File: src/rtl/systolic_pkg.sv
// Shared types and sizing for the systolic operand feeder (optional build macro: SYSTOLIC_FEEDER_TRANSPOSE_B_EN).
// Latency: none, declarations only.
// Backpressure: none, declarations only.
package systolic_pkg;

   localparam int DEF_MATRIX_SIZE = 3;
   localparam int DEF_DATA_SIZE   = 8;
   localparam int FEED_STEPS      = 3*DEF_MATRIX_SIZE - 2;
   localparam int DRAIN_STEPS     = DEF_MATRIX_SIZE;

   typedef enum logic [2:0] {
      IDLE,
      CLEAR,
      FEED,
      DRAIN,
      DONE
   } feeder_state_t;

   // Step counts for an arbitrary array size, so a resized top stays consistent.
   function automatic int feed_steps(input int n);
      return 3*n - 2;
   endfunction

   function automatic int drain_steps(input int n);
      return n;
   endfunction

endpackage

File: src/rtl/systolic_feeder_if.sv
// Bundle between operand controller (master) and systolic feeder (slave).
// Latency: none, wiring only.
// Backpressure: none; start is a request sampled only when the feeder is idle.
interface systolic_feeder_if #(
   parameter int N  = systolic_pkg::DEF_MATRIX_SIZE,
   parameter int DW = systolic_pkg::DEF_DATA_SIZE
);
   logic          start;
   logic [DW-1:0] mat_a [N*N];
   logic [DW-1:0] mat_b [N*N];
   logic          busy;
   logic          array_clear;
   logic [DW-1:0] feed_a [N];
   logic [DW-1:0] feed_b [N];
   logic          feed_valid;
   logic          done;

   modport master (
      output start, mat_a, mat_b,
      input  busy, array_clear, feed_a, feed_b, feed_valid, done
   );

   modport slave (
      input  start, mat_a, mat_b,
      output busy, array_clear, feed_a, feed_b, feed_valid, done
   );
endinterface

File: src/rtl/systolic_skew_sel.sv
// Per-lane skew selector: picks operand k of lane LANE when step == LANE + k, else zero.
// Latency: combinational.
// Backpressure: none.
module systolic_skew_sel #(
   parameter int N    = 3,
   parameter int DW   = 8,
   parameter int LANE = 0,
   parameter int CW   = 4
) (
   input  logic [CW-1:0] i_step,
   input  logic [DW-1:0] i_ops [N],
   output logic [DW-1:0] o_dat
);

   // Lane LANE sees its operands delayed by LANE steps; outside that window it is zero-padded.
   always_comb begin
      o_dat = '0;
      for (int k = 0; k < N; k++) begin
         if (i_step == CW'(LANE + k)) begin
            o_dat = i_ops[k];
         end
      end
   end

endmodule

File: src/rtl/systolic_feeder.sv
// Latches A/B on start and feeds skewed, zero-padded operand streams into an NxN systolic array (macro SYSTOLIC_FEEDER_TRANSPOSE_B_EN: mat_b is column-major).
// Latency: clear in cycle 1, feed cycles 2..3N-1, drain 3N..4N-1, done in cycle 4N after start.
// Backpressure: none; start is ignored while busy, next start accepted from cycle 4N+1.
module systolic_feeder
   import systolic_pkg::*;
#(
   parameter int MATRIX_SIZE = DEF_MATRIX_SIZE,
   parameter int DATA_SIZE   = DEF_DATA_SIZE
) (
   input  logic             clk,
   input  logic             reset,
   systolic_feeder_if.slave bus
);

   localparam int N  = MATRIX_SIZE;
   localparam int CW = $clog2(3*N);
   localparam logic [CW-1:0] FEED_LAST  = CW'(feed_steps(N) - 1);
   localparam logic [CW-1:0] DRAIN_LAST = CW'(drain_steps(N) - 1);

   feeder_state_t        r_state;
   feeder_state_t        w_state_nxt;
   logic [CW-1:0]        r_cnt;
   logic [CW-1:0]        w_cnt_nxt;

   logic [DATA_SIZE-1:0] r_mat_a [N*N];
   logic [DATA_SIZE-1:0] r_mat_b [N*N];
   logic [DATA_SIZE-1:0] w_a_lane [N][N];
   logic [DATA_SIZE-1:0] w_b_lane [N][N];
   logic [DATA_SIZE-1:0] w_sel_a [N];
   logic [DATA_SIZE-1:0] w_sel_b [N];

   logic                 r_busy;
   logic                 r_clear;
   logic                 r_feed_valid;
   logic                 r_done;
   logic [DATA_SIZE-1:0] r_feed_a [N];
   logic [DATA_SIZE-1:0] r_feed_b [N];

   // Regroup the captured matrices into lanes: A lane r carries A[r][k], B lane c carries B[k][c].
   for (genvar r = 0; r < N; r++) begin : g_lane
      for (genvar k = 0; k < N; k++) begin : g_op
         assign w_a_lane[r][k] = r_mat_a[r*N + k];
`ifdef SYSTOLIC_FEEDER_TRANSPOSE_B_EN
         assign w_b_lane[r][k] = r_mat_b[r*N + k];
`else
         assign w_b_lane[r][k] = r_mat_b[k*N + r];
`endif
      end

      // Selectors look at the upcoming step so the feed registers hold step t during FEED step t.
      systolic_skew_sel #(.N(N), .DW(DATA_SIZE), .LANE(r), .CW(CW)) u_sel_a (
         .i_step (w_cnt_nxt),
         .i_ops  (w_a_lane[r]),
         .o_dat  (w_sel_a[r])
      );

      systolic_skew_sel #(.N(N), .DW(DATA_SIZE), .LANE(r), .CW(CW)) u_sel_b (
         .i_step (w_cnt_nxt),
         .i_ops  (w_b_lane[r]),
         .o_dat  (w_sel_b[r])
      );

      assign bus.feed_a[r] = r_feed_a[r];
      assign bus.feed_b[r] = r_feed_b[r];
   end

   // Next state and step counter; the counter restarts at 0 on every state entry.
   always_comb begin
      w_state_nxt = r_state;
      w_cnt_nxt   = '0;
      case (r_state)
         IDLE:  if (bus.start) w_state_nxt = CLEAR;
         CLEAR: w_state_nxt = FEED;
         FEED: begin
            if (r_cnt == FEED_LAST) w_state_nxt = DRAIN;
            else                    w_cnt_nxt   = r_cnt + 1'b1;
         end
         DRAIN: begin
            if (r_cnt == DRAIN_LAST) w_state_nxt = DONE;
            else                     w_cnt_nxt   = r_cnt + 1'b1;
         end
         DONE:    w_state_nxt = IDLE;
         default: w_state_nxt = IDLE;
      endcase
   end

   // State register plus outputs registered from the upcoming state, so they align with it.
   always_ff @(posedge clk) begin
      if (reset) begin
         r_state      <= IDLE;
         r_cnt        <= '0;
         r_busy       <= 1'b0;
         r_clear      <= 1'b0;
         r_feed_valid <= 1'b0;
         r_done       <= 1'b0;
         for (int r = 0; r < N; r++) begin
            r_feed_a[r] <= '0;
            r_feed_b[r] <= '0;
         end
      end else begin
         r_state      <= w_state_nxt;
         r_cnt        <= w_cnt_nxt;
         r_busy       <= (w_state_nxt != IDLE);
         r_clear      <= (w_state_nxt == CLEAR);
         r_feed_valid <= (w_state_nxt == FEED);
         r_done       <= (w_state_nxt == DONE);
         for (int r = 0; r < N; r++) begin
            r_feed_a[r] <= (w_state_nxt == FEED) ? w_sel_a[r] : '0;
            r_feed_b[r] <= (w_state_nxt == FEED) ? w_sel_b[r] : '0;
         end
      end
   end

   // Operand capture happens only on an accepted start; reset discards any held matrices.
   always_ff @(posedge clk) begin
      if (reset) begin
         for (int i = 0; i < N*N; i++) begin
            r_mat_a[i] <= '0;
            r_mat_b[i] <= '0;
         end
      end else if (r_state == IDLE && bus.start) begin
         for (int i = 0; i < N*N; i++) begin
            r_mat_a[i] <= bus.mat_a[i];
            r_mat_b[i] <= bus.mat_b[i];
         end
      end
   end

   assign bus.busy        = r_busy;
   assign bus.array_clear = r_clear;
   assign bus.feed_valid  = r_feed_valid;
   assign bus.done        = r_done;

endmodule

File: src/flat_wrapper.sv
// flat-port wrapper written by rule: the top's interface ports become plain ports
module systolic_feeder_flat import systolic_pkg::*;
#(
   parameter int MATRIX_SIZE = DEF_MATRIX_SIZE,
   parameter int DATA_SIZE   = DEF_DATA_SIZE
)
  (clk, reset, bus_start, bus_mat_a, bus_mat_b, bus_busy, bus_array_clear, bus_feed_a, bus_feed_b, bus_feed_valid, bus_done);
  systolic_feeder_if #(.N((3)), .DW((8))) bus_i ();
  input  logic clk;
  input  logic reset;
  input wire logic [$bits(bus_i.start)-1:0] bus_start;
  input wire logic [$bits(bus_i.mat_a)-1:0] bus_mat_a;
  input wire logic [$bits(bus_i.mat_b)-1:0] bus_mat_b;
  output wire logic [$bits(bus_i.busy)-1:0] bus_busy;
  output wire logic [$bits(bus_i.array_clear)-1:0] bus_array_clear;
  output wire logic [$bits(bus_i.feed_a)-1:0] bus_feed_a;
  output wire logic [$bits(bus_i.feed_b)-1:0] bus_feed_b;
  output wire logic [$bits(bus_i.feed_valid)-1:0] bus_feed_valid;
  output wire logic [$bits(bus_i.done)-1:0] bus_done;
  assign bus_i.start = bus_start;
  assign bus_i.mat_a = {>>{bus_mat_a}};
  assign bus_i.mat_b = {>>{bus_mat_b}};
  assign bus_busy = bus_i.busy;
  assign bus_array_clear = bus_i.array_clear;
  assign bus_feed_a = {>>{bus_i.feed_a}};
  assign bus_feed_b = {>>{bus_i.feed_b}};
  assign bus_feed_valid = bus_i.feed_valid;
  assign bus_done = bus_i.done;
  systolic_feeder #(.MATRIX_SIZE(MATRIX_SIZE), .DATA_SIZE(DATA_SIZE)) u_core (.clk(clk), .reset(reset), .bus(bus_i));
endmodule
File: config.mk
export PLATFORM = sky130hd
export DESIGN_NAME = systolic_feeder_flat
export DESIGN_NICKNAME = d
export VERILOG_FILES = /design/src/rtl/systolic_pkg.sv /design/src/rtl/systolic_feeder_if.sv /design/src/rtl/systolic_skew_sel.sv /design/src/rtl/systolic_feeder.sv /design/src/flat_wrapper.sv
export SDC_FILE = /design/constraint.sdc
export NUM_CORES = 1
export LEC_CHECK = 0
export BUFFER_PORTS_ARGS = -buffer_cell sky130_fd_sc_hd__buf_2
export CORE_UTILIZATION = 53
export CTS_CLUSTER_SIZE = 8
export DETAILED_ROUTE_END_ITERATION = 8
export PLACE_DENSITY_LB_ADDON = 0.1
export SETUP_SLACK_MARGIN = 0.5
export SYNTH_ARGS = -nofsm -noshare
export SYNTH_HDL_FRONTEND = slang
export SYNTH_SLANG_ARGS = --single-unit
export TNS_END_PERCENT = 5
File: constraint.sdc
create_clock -name clk -period 3.65 [get_ports clk]
set_input_delay 0.73 -clock clk [delete_from_list [all_inputs] [get_ports clk]]
set_output_delay 0.73 -clock clk [all_outputs]
set_load 0.02 [all_outputs]
==> results of run 1 <==
per-layer routing:
metal  vias up  global-route usage  share of wire  wire (µm)
met5         -                   0              0          0
met4         0             0.07654          0.024        395
met3        34             0.05326          0.067       1090
met2       170              0.3627           0.49       7987
met1      2453              0.2718           0.42       6856
li1       2514                   -              -          -
path summary, 6_finish.rpt:
| kind | from | endpoint |
|---|---|---|
| max reg2reg | u_core.r_cnt[0]$_SDFF_PP0_ | u_core.r_feed_a[0][11]$_SDFF_PP0_ |
| max | u_core.r_cnt[0]$_SDFF_PP0_ | u_core.r_feed_a[0][11]$_SDFF_PP0_ |
| min | u_core.r_mat_b[0][70]$_SDFFCE_PN0P_ | u_core.r_feed_b[0][22]$_SDFF_PP0_ |
| min reg2reg | u_core.r_mat_b[0][70]$_SDFFCE_PN0P_ | u_core.r_feed_b[0][22]$_SDFF_PP0_ |
critical path, cell delays in order (launching register included):
cell      delay [ps]
dfxtp_2          410
buf_4            340
a21boi_1         170
nor3_4           290
nor2_2           100
or4_1            810
o211a_1          340
synth_stat cells, drive strengths merged, types with 3 or more instances:
| cell type | count |
|---|---|
| a21oi | 3 |
| a2bb2oi | 16 |
| and2 | 144 |
| buf | 10 |
| clkbuf | 30 |
| dfxtp | 59 |
| edfxtp | 144 |
| inv | 4 |
| mux2i | 17 |
| nand2 | 33 |
| nor2 | 25 |
| nor3 | 23 |
| nor4 | 3 |
| o211a | 17 |
| o21ai | 3 |
| o2bb2ai | 31 |
final cells by class:
type                       instances  share of cell area
inverter                           4            0.001509
antenna                            3           0.0007547
tap                              184             0.02314
timing repair buffer             211              0.1107
multi-input combinational        339              0.2272
sequential                       203              0.5536
clock buffer                      52             0.08164
clock inverter                     2            0.001509
per-stage QoR:
stage                     area (µm²)  power [mW]
final                           9947       5.486
after global routing            9945       5.695
after CTS                       9940       5.536
after detailed placement        9112       3.146
after global placement          9112       3.127
after floorplan                 7940       2.974
power groups by stage:
| stage | clock (mW) | combinational (mW) | sequential (mW) |
|---|---|---|---|
| 5_1_grt | 2.54 | 0.433 | 2.72 |
| 2_1_floorplan | 0 | 0.214 | 2.76 |
| 3_3_place_gp | 0 | 0.381 | 2.75 |
| 4_1_cts | 2.43 | 0.395 | 2.71 |
| 3_5_place_dp | 0 | 0.392 | 2.75 |
| 6_report | 2.39 | 0.387 | 2.71 |
cells by family after synthesis:
| group | count (synthesis) |
|---|---|
| compound gates | 76 |
| mux | 17 |
| xor+xnor | 4 |
| simple gates | 240 |
| buf+inv | 44 |
| flops | 203 |
| fa+ha+maj | 2 |
state kept, by name, indices dropped and copies added (netlist names):
register                cells
u_core.bus.array_clear      1
u_core.r_mat_b             72
u_core.r_feed_b            24
u_core.r_cnt                4
u_core.bus.busy             1
u_core.bus.feed_valid       1
u_core.bus.done             1
u_core.r_state              3
u_core.r_mat_a             72
u_core.r_feed_a            24
==> flow_summary.ini, run 1 <==
[run_status]
status = finished clean

[grt]
grt-ovfl-total = 0
grt_pass1_vias = 5372
grt_max_degree = 78
grt_util_all_layers = 0.2161
grt_pass1_wl_um = 26740
antenna_found_initial = 4

[cts]
cts_setup_buffers = 0
clk_path_buf_depth = 3
cts_tree = yes
cts_resized = 0
h-tree-depth = 1
insertion_delay_ps = 520
path_clk_slew_ps = 50
cts-root-buf = clkbuf_16
cts_buffers = 29
clock_sinks = 203
postCtsHoldBufs = 0

[power]
powerDensity_nw_per_um2 = 551.5
p_comb_frac = 0.071
p_leak_nw = 4.364
pwr-share-seq = 0.494
netSwitchingFraction = 0.2138
p_int_mw = 4.313
power.switching_mw = 1.173
ir_worst_vdd_v = 0.0003617
clkPwrFrac = 0.435

[floorplan]
die_y_um = 124.4
fp.dieW_um = 124.4
fp.coreArea_um2 = 14590
pin_count = 199
die_area_um2 = 15470
rows = 44
initial_core_util = 0.5441

[yosys]
synth_top_family_by_area = simple AND/OR/NAND/NOR gates
synth_edf_count = 144
synth.area.mux_share = 0.02144
synthArstFlopShare = 0
ys_seq_elements = 203
syn_nets = 735
syn_area_um2 = 7938
synthXorXnorAreaFrac = 0.004414
ys_warn_count = 0
synth_area_leaders = edfxtp_1, dfxtp_1, and2_1
synth_compound_area_frac = 0.08354
synth.avg_cell_area_um2 = 13.55
yosysTopAreaCellShare = 0.5448
synthDistinctLibCells = 41
synth_fa_ha_area_frac = 0.003153
synth_flop_cell = edfxtp_1
synth_top_area_cell = edfxtp_1
postSynthCellCount = 586
synthSimpleGateAreaFrac = 0.1702
yosysSeqAreaShare = 0.6936

[drt]
vias = 5171
drt-initial-drc-count = 419
viasPerCell = 5.181
detail_route.wl_per_cell_um = 16.36
final_antenna_net_count = 0
wl_um = 16330
drc = 0
drtPass1Iterations = 4

[sta]
report.final.setup_viol = 0
holdWs_ps = 446.1
grt_setup_unrepaired = false
tightest_slew_ps = 679.9
slew_headroom = 0.5464
finalSetupTns_ps = 0
setup_ws_ps = 1084
drv_slew = 0
fin_crit_sh = 0.7031
max_freq_mhz = 389.7
layout_min_cycle_time_ps = 2566
hold_violations = 0
fin_skew_ps = 12.34

[layout]
final_cells = 998
fin_util = 0.6818
ff_latch_area_um2 = 5507
mostFrequentLayoutCell = buf_2
synthToLayoutAreaGrowth_pct = 25.32
layout_common_cells = buf_2, and2_1, edfxtp_1, dfxtp_1, nand2_1
drive_gt1_frac = 0.3070
fillers = 1111
finalNetCount = 937
multi_input_area_um2 = 2260

[critical_path]
crit_type = reg -> reg
path_max_fanout = 19
critPathArrivalTime_ps = 2960
cp_data_required_time_ps = 4050
start_kind = flip-flop
reg2reg_depth = 6
r2r_slack_ps = 1080
end_kind = flip-flop

[worst_hold_path]
hold_path_class = reg -> reg
min_path_cells = 1

[placement]
dpl.hpwl_um = 10610
io_buffers = 198
dp_cells = 941
gp_congestion = 0.8696
place_ws_ps = 1061

[job]
drv_cap = 0
Power figures use the tool's default switching activity.
==> inputs of run 2 (changes only) <==
Settings changed: ABC_AREA set to 1, CORE_UTILIZATION 53 to 54.
Clock period 3.65 ns to 2.6 ns, I/O delays scaled along.
==> run 2 against run 1 <==
Against the previous run: clock power grew 42%; cell area increased by 11%; power up 42%; critical path type unchanged; via count is 30% higher.
==> flow_summary.ini, run 2 <==
[run_status]
status = finished clean

[drt]
vias = 6698
wl_um = 20290
drt-initial-drc-count = 484
final_antenna_net_count = 0
detail_route.wl_per_cell_um = 15.01
drtPass1Iterations = 5
viasPerCell = 4.954
drc = 0

[power]
power_mw = 7.792
p_leak_nw = 5.363
ir_worst_vdd_v = 0.0005497
powerDensity_nw_per_um2 = 704.3

[sta]
hold_violations = 0
fin_crit_sh = 0.7639
fin_skew_ps = 13.88
slew_headroom = 0.6511
setup_ws_ps = 613.9
layout_min_cycle_time_ps = 1986
drv_slew = 0
grt_setup_unrepaired = false
report.final.setup_viol = 0
max_freq_mhz = 503.5
tightest_slew_ps = 521.4
finalSetupTns_ps = 0

[grt]
grt_max_degree = 103
grt_util_all_layers = 0.2339
grt_pass1_vias = 6232
grt_pass1_wl_um = 30280
grt-ovfl-total = 0
antenna_found_initial = 2

[critical_path]
cp_data_required_time_ps = 3010
critPathArrivalTime_ps = 2400
slowest_stage = dfxtp_1
start_kind = flip-flop
path_max_fanout = 17
end_kind = flip-flop
cpPeakStageDelay_ps = 380
path_cells = inv_2, ha_2, nand2_1, nand2_2, nand2_4, nand2_2, nor2_4, buf_12, clkbuf_16, nand3b_1, nand2_1, a21oi_1
crit_type = reg -> reg

[placement]
place_ws_ps = 238.4
dpl.hpwl_um = 12070
dpl_cell_area_um2 = 10000
gp_congestion = 0.7950
io_buffers = 198

[layout]
layout_common_cells = buf_2, inv_1, nor2_1, edfxtp_1, nand3_1
synthToLayoutAreaGrowth_pct = 26.06
post-route-cell-area_um2 = 11060
mostFrequentLayoutCell = buf_2
finalNetCount = 1261
reg_top3 = u_core.r_mat_a x72, u_core.r_mat_b x72
drive_gt1_frac = 0.2487

[cts]
insertion_delay_ps = 530
cts-root-buf = clkbuf_16
clock_sinks = 203
cts_buffers = 29
clk_path_buf_depth = 3
h-tree-depth = 1
path_clk_slew_ps = 50
cts_tree = yes
postCtsHoldBufs = 0

[yosys]
synthArstFlopShare = 0
postSynthCellCount = 908
ys_warn_count = 0
yosysSeqAreaShare = 0.6272
yosysTopAreaCellShare = 0.4927
synth.avg_cell_area_um2 = 9.666
netlist_top_cells_count = inv_1, nor2_1, edfxtp_1, nand3_1, nand2_1
synth_edf_count = 144
syn_area_um2 = 8777
synth_area_leaders = edfxtp_1, dfxtp_1, inv_1
syn_nets = 1057
synth_top_area_cell = edfxtp_1
synth.most_common_cell = inv_1
ys_seq_elements = 203
synth_flop_cell = edfxtp_1
synthDistinctLibCells = 28

[floorplan]
die_y_um = 129.5
pin_count = 199
initial_core_util = 0.5525
fp.coreArea_um2 = 15890
die_area_um2 = 16770
rows = 46
fp.dieW_um = 129.5

[worst_hold_path]
hold_path_class = in -> reg

[job]
drv_cap = 0
==> run 2: cell count changes after synthesis, moves of 32 or more <==
| cell | before | now |
|---|---|---|
| nor2_1 | 24 | 153 |
| and2_1 | 144 | 0 |
| inv_1 | 4 | 198 |
| nand2_1 | 33 | 73 |
| nand3_1 | 2 | 104 |
| nand3b_1 | 0 | 32 |
==> run 2: cells by family (layout without fill, tap and decap cells) <==
logic type / Yosys count / count (layout) / share of synthesized area
buf+inv: 253 / 478 / 0.1183
compound gates: 67 / 67 / 0.04861
flops: 203 / 203 / 0.6272
simple gates: 382 / 383 / 0.2020
xor+xnor: 1 / 1 / 0.0009980
other cells: 0 / 2 / 0
fa+ha+maj: 2 / 2 / 0.002851
==> run 2: timing repair <==
item	4_1_cts	5_1_grt
pin swaps	2	3
endpoints found under the setup margin	30	48
hold endpoints to repair	0	0
cloned	0	5
setup buffers	1	5
gates resized for setup	4	14
==> run 2: where the power goes <==
group	internal (mW)	switching (mW)
Clock	2.07	1.32
Sequential	3.72	0.0604
Combinational	0.231	0.386
==> run 2: final timing paths <==
path / from / endpoint / slack, ps / cells past startpoint
hold reg to reg: u_core.r_mat_a[0][30]$_SDFFCE_PN0P_ / u_core.r_feed_a[0][14]$_SDFF_PP0_ / 540 / 2
setup reg to reg: u_core.r_cnt[0]$_SDFF_PP0_ / u_core.r_feed_a[0][5]$_SDFF_PP0_ / 610 / 12
setup / recovery: u_core.r_cnt[0]$_SDFF_PP0_ / u_core.r_feed_a[0][5]$_SDFF_PP0_ / 610 / 12
hold / removal: reset / u_core.r_cnt[3]$_SDFF_PP0_ / 270 / 2
==> run 2: critical path, delay by kind of cell (launching register included) <==
family	cells	cell delay [ps]
adder cells (fa/ha/maj)	1	230
flip-flops	1	380
AO/OA/AOI/OAI	1	40
buffers and inverters	3	440
AND/OR/NAND/NOR	7	790
==> run 2: cell type report <==
| class | instances | area [µm²] |
|---|---|---|
| Antenna cell | 2 | 5.005 |
| Fill cell | 1280 | 4821 |
| Inverter | 201 | 759.5 |
| Clock inverter | 2 | 15.01 |
| Sequential cell | 203 | 5505 |
| Timing Repair Buffer | 224 | 1400 |
| Multi-Input combinational cell | 453 | 2301 |
| Clock buffer | 51 | 808.3 |
| Tap cell | 216 | 270.3 |
==> run 2: metal layers <==
| metal | share of wire | vias up | global-route usage |
|---|---|---|---|
| met1 | 0.42 | 3068 | 0.2974 |
| met2 | 0.48 | 275 | 0.4073 |
| met5 | 0 | - | 0 |
| met3 | 0.083 | 36 | 0.04624 |
| li1 | - | 3319 | - |
| met4 | 0.018 | 0 | 0.06635 |
==> run 2: metrics by stage <==
step | utilization | std cells | hold slack [ps]
finish | 0.6965 | 1352 | 271.4
global route | 0.6962 | 1350 | 273.3
CTS | 0.6833 | 1340 | 267.0
detailed placement | 0.6297 | 1286 | 530.6
global placement | 0.6297 | 1286 | 519.4
floorplan | - | 908 | 504.6
==> inputs of run 3 (changes only) <==
Settings changed: ABC_AREA 1 to 0, CORE_UTILIZATION 54 to 53.
Clock period 2.6 ns to 1.9 ns, I/O delays scaled along.
==> run 3 against run 2 <==
Against the previous run: sequential power rose by 38%; non-clock buffer count rose by 15; register-to-register slack got worse by 600 ps; count of clock-buffer cells in the layout rose by 1; clock power rose by 37%; sequential share of layout area rose by 0.60 points; clock skew fell by 3.5 ps; flip-flop and latch count did not move; largest power group unchanged; highest routed layer unchanged.
==> flow_summary.ini, run 3 (synthesized netlist as in run 1, its figures left out) <==
[layout]
final_cells = 1024
fillers = 977
reg_top3 = u_core.r_mat_a x72, u_core.r_mat_b x72
finalNetCount = 965
multi_input_area_um2 = 2780
drive_gt1_frac = 0.5459
synthToLayoutAreaGrowth_pct = 38.21
post-route-cell-area_um2 = 10970
ff_latch_area_um2 = 5524
mostFrequentLayoutCell = buf_2
layout_common_cells = buf_2, and2_4, edfxtp_1, buf_4, dfxtp_1

[drt]
drt-initial-drc-count = 252
wl_um = 17070
detail_route.wl_per_cell_um = 16.67
drc = 0
final_antenna_net_count = 0
viasPerCell = 5.136
drtPass1Iterations = 7
vias = 5259

[floorplan]
fp.dieW_um = 124.4
fp.coreArea_um2 = 14590
initial_core_util = 0.5441
die_y_um = 124.4
die_area_um2 = 15470
rows = 44
pin_count = 199

[sta]
report.final.setup_viol = 0
max_freq_mhz = 529.9
layout_min_cycle_time_ps = 1887
fin_skew_ps = 10.37
fin_crit_sh = 0.9933
slew_headroom = 0.4957
hold_violations = 0
grt_setup_unrepaired = true
tightest_slew_ps = 755.6
drv_slew = 0
holdWs_ps = 137.0
finalSetupTns_ps = 0

[job]
drv_cap = 0

[worst_hold_path]
min_path_cells = 2
whs_endpoint = u_core.r_mat_a[0][42]$_SDFFCE_PN0P_
min-delay-start = bus_mat_a[26]
hold_path_class = in -> reg

[cts]
h-tree-depth = 1
clk_path_buf_depth = 3
cts_tree = yes
clock_sinks = 203
cts-root-buf = clkbuf_16
cts_buffers = 29
path_clk_slew_ps = 50
insertion_delay_ps = 530

[critical_path]
cp_data_required_time_ps = 2320
start_kind = flip-flop
reg2reg_depth = 7
crit_type = reg -> reg
path_max_fanout = 16
timing.rr.start = u_core.r_cnt[0]$_SDFF_PP0_
end_kind = flip-flop
r2r-end = u_core.r_feed_a[0][15]$_SDFF_PP0_
critPathArrivalTime_ps = 2300
r2r_slack_ps = 10

[power]
powerDensity_nw_per_um2 = 988.0
p_leak_nw = 4.807
ir_worst_vdd_v = 0.0009054
power_mw = 10.84

[grt]
grt_pass1_vias = 5442
antenna_found_initial = 1
grt-ovfl-total = 0
grt_pass1_wl_um = 26900
grt_util_all_layers = 0.2189
grt_max_degree = 92

[placement]
io_buffers = 198
dp_cells = 965
dpl_cell_area_um2 = 9429
dpl.hpwl_um = 10690
gp_congestion = 0.8163

[run_status]
status = finished clean
run 3: changes by cell type in the layout (fill, tap and decap cells not counted), sizes merged, moves of 17 or more:
| cell | delta |
|---|---|
| nor2 | -135 |
| and2 | +144 |
| mux2i | +17 |
| o2bb2ai | +31 |
| inv | -198 |
| o211a | +17 |
| buf | +18 |
| a21oi | -30 |
| o211ai | -31 |
| nand3b | -32 |
| nand3 | -103 |
| nand2 | -48 |
| nor3 | +21 |
run 3: power by group:
part / internal (mW) / switching, mW / leakage, nW
Combinational: 0.511 / 0.496 / 2.37
Sequential: 5.11 / 0.0929 / 2.04
Clock: 2.86 / 1.77 / 0.394
run 3: final cells by class:
cell class / instances / share of cell area
diodes: 1 / 0.0002281
clock buffers: 52 / 0.07402
clock inverters: 2 / 0.002509
inverters: 4 / 0.001597
multi-input cells: 339 / 0.2534
flip-flops and latches: 203 / 0.5035
well taps: 184 / 0.02099
repair buffers: 239 / 0.1437
run 3: critical path: stages (launching register included):
cell and delay [ps]:
dfxtp_2 390, ha_4 170, nand2_1 90, nor3_4 190
nor2_2 60, or4_4 490, buf_8 170, o211a_1 210
run 3: stage by stage:
stage,util,setup WS (ps)
2_1_floorplan,-,-259.1
3_3_place_gp,0.6463,-120.4
3_5_place_dp,0.6463,-187.6
4_1_cts,0.7425,-51.79
5_1_grt,0.7520,-79.21
6_report,0.7520,12.75
run 3: repair_timing:
| action | CTS | global route |
|---|---|---|
| pin swaps | 148 | 148 |
| hold buffers | 0 | 0 |
| resized for setup | 198 | 39 |
| endpoints found under the setup margin | 357 | 361 |
| buffers inserted | 3 | 1 |
run 3: per-layer routing:
| layer | wire length [µm] | part of all wire | global-route usage | vias up |
|---|---|---|---|---|
| met5 | 0 | 0 | 0 | - |
| met4 | 287 | 0.017 | 0.07867 | 0 |
| met3 | 862 | 0.050 | 0.04596 | 21 |
| met2 | 9035 | 0.53 | 0.3871 | 173 |
| met1 | 6889 | 0.40 | 0.2627 | 2497 |
| li1 | - | - | - | 2568 |
run 3: worst max path at each step:
stage                                 start                            endpoint  slack [ps]
2_1_floorplan  u_core.r_state[1]$_SDFF_PP0_  u_core.r_mat_a[0][0]$_SDFFCE_PN0P_        -260
3_3_place_gp     u_core.r_cnt[0]$_SDFF_PP0_    u_core.r_feed_a[0][6]$_SDFF_PP0_        -120
3_5_place_dp     u_core.r_cnt[2]$_SDFF_PP0_    u_core.r_feed_a[0][7]$_SDFF_PP0_        -190
4_1_cts          u_core.r_cnt[0]$_SDFF_PP0_   u_core.r_feed_a[0][11]$_SDFF_PP0_         -50
5_1_grt          u_core.r_cnt[0]$_SDFF_PP0_    u_core.r_feed_a[0][9]$_SDFF_PP0_         -80
6_report         u_core.r_cnt[0]$_SDFF_PP0_   u_core.r_feed_a[0][15]$_SDFF_PP0_          10
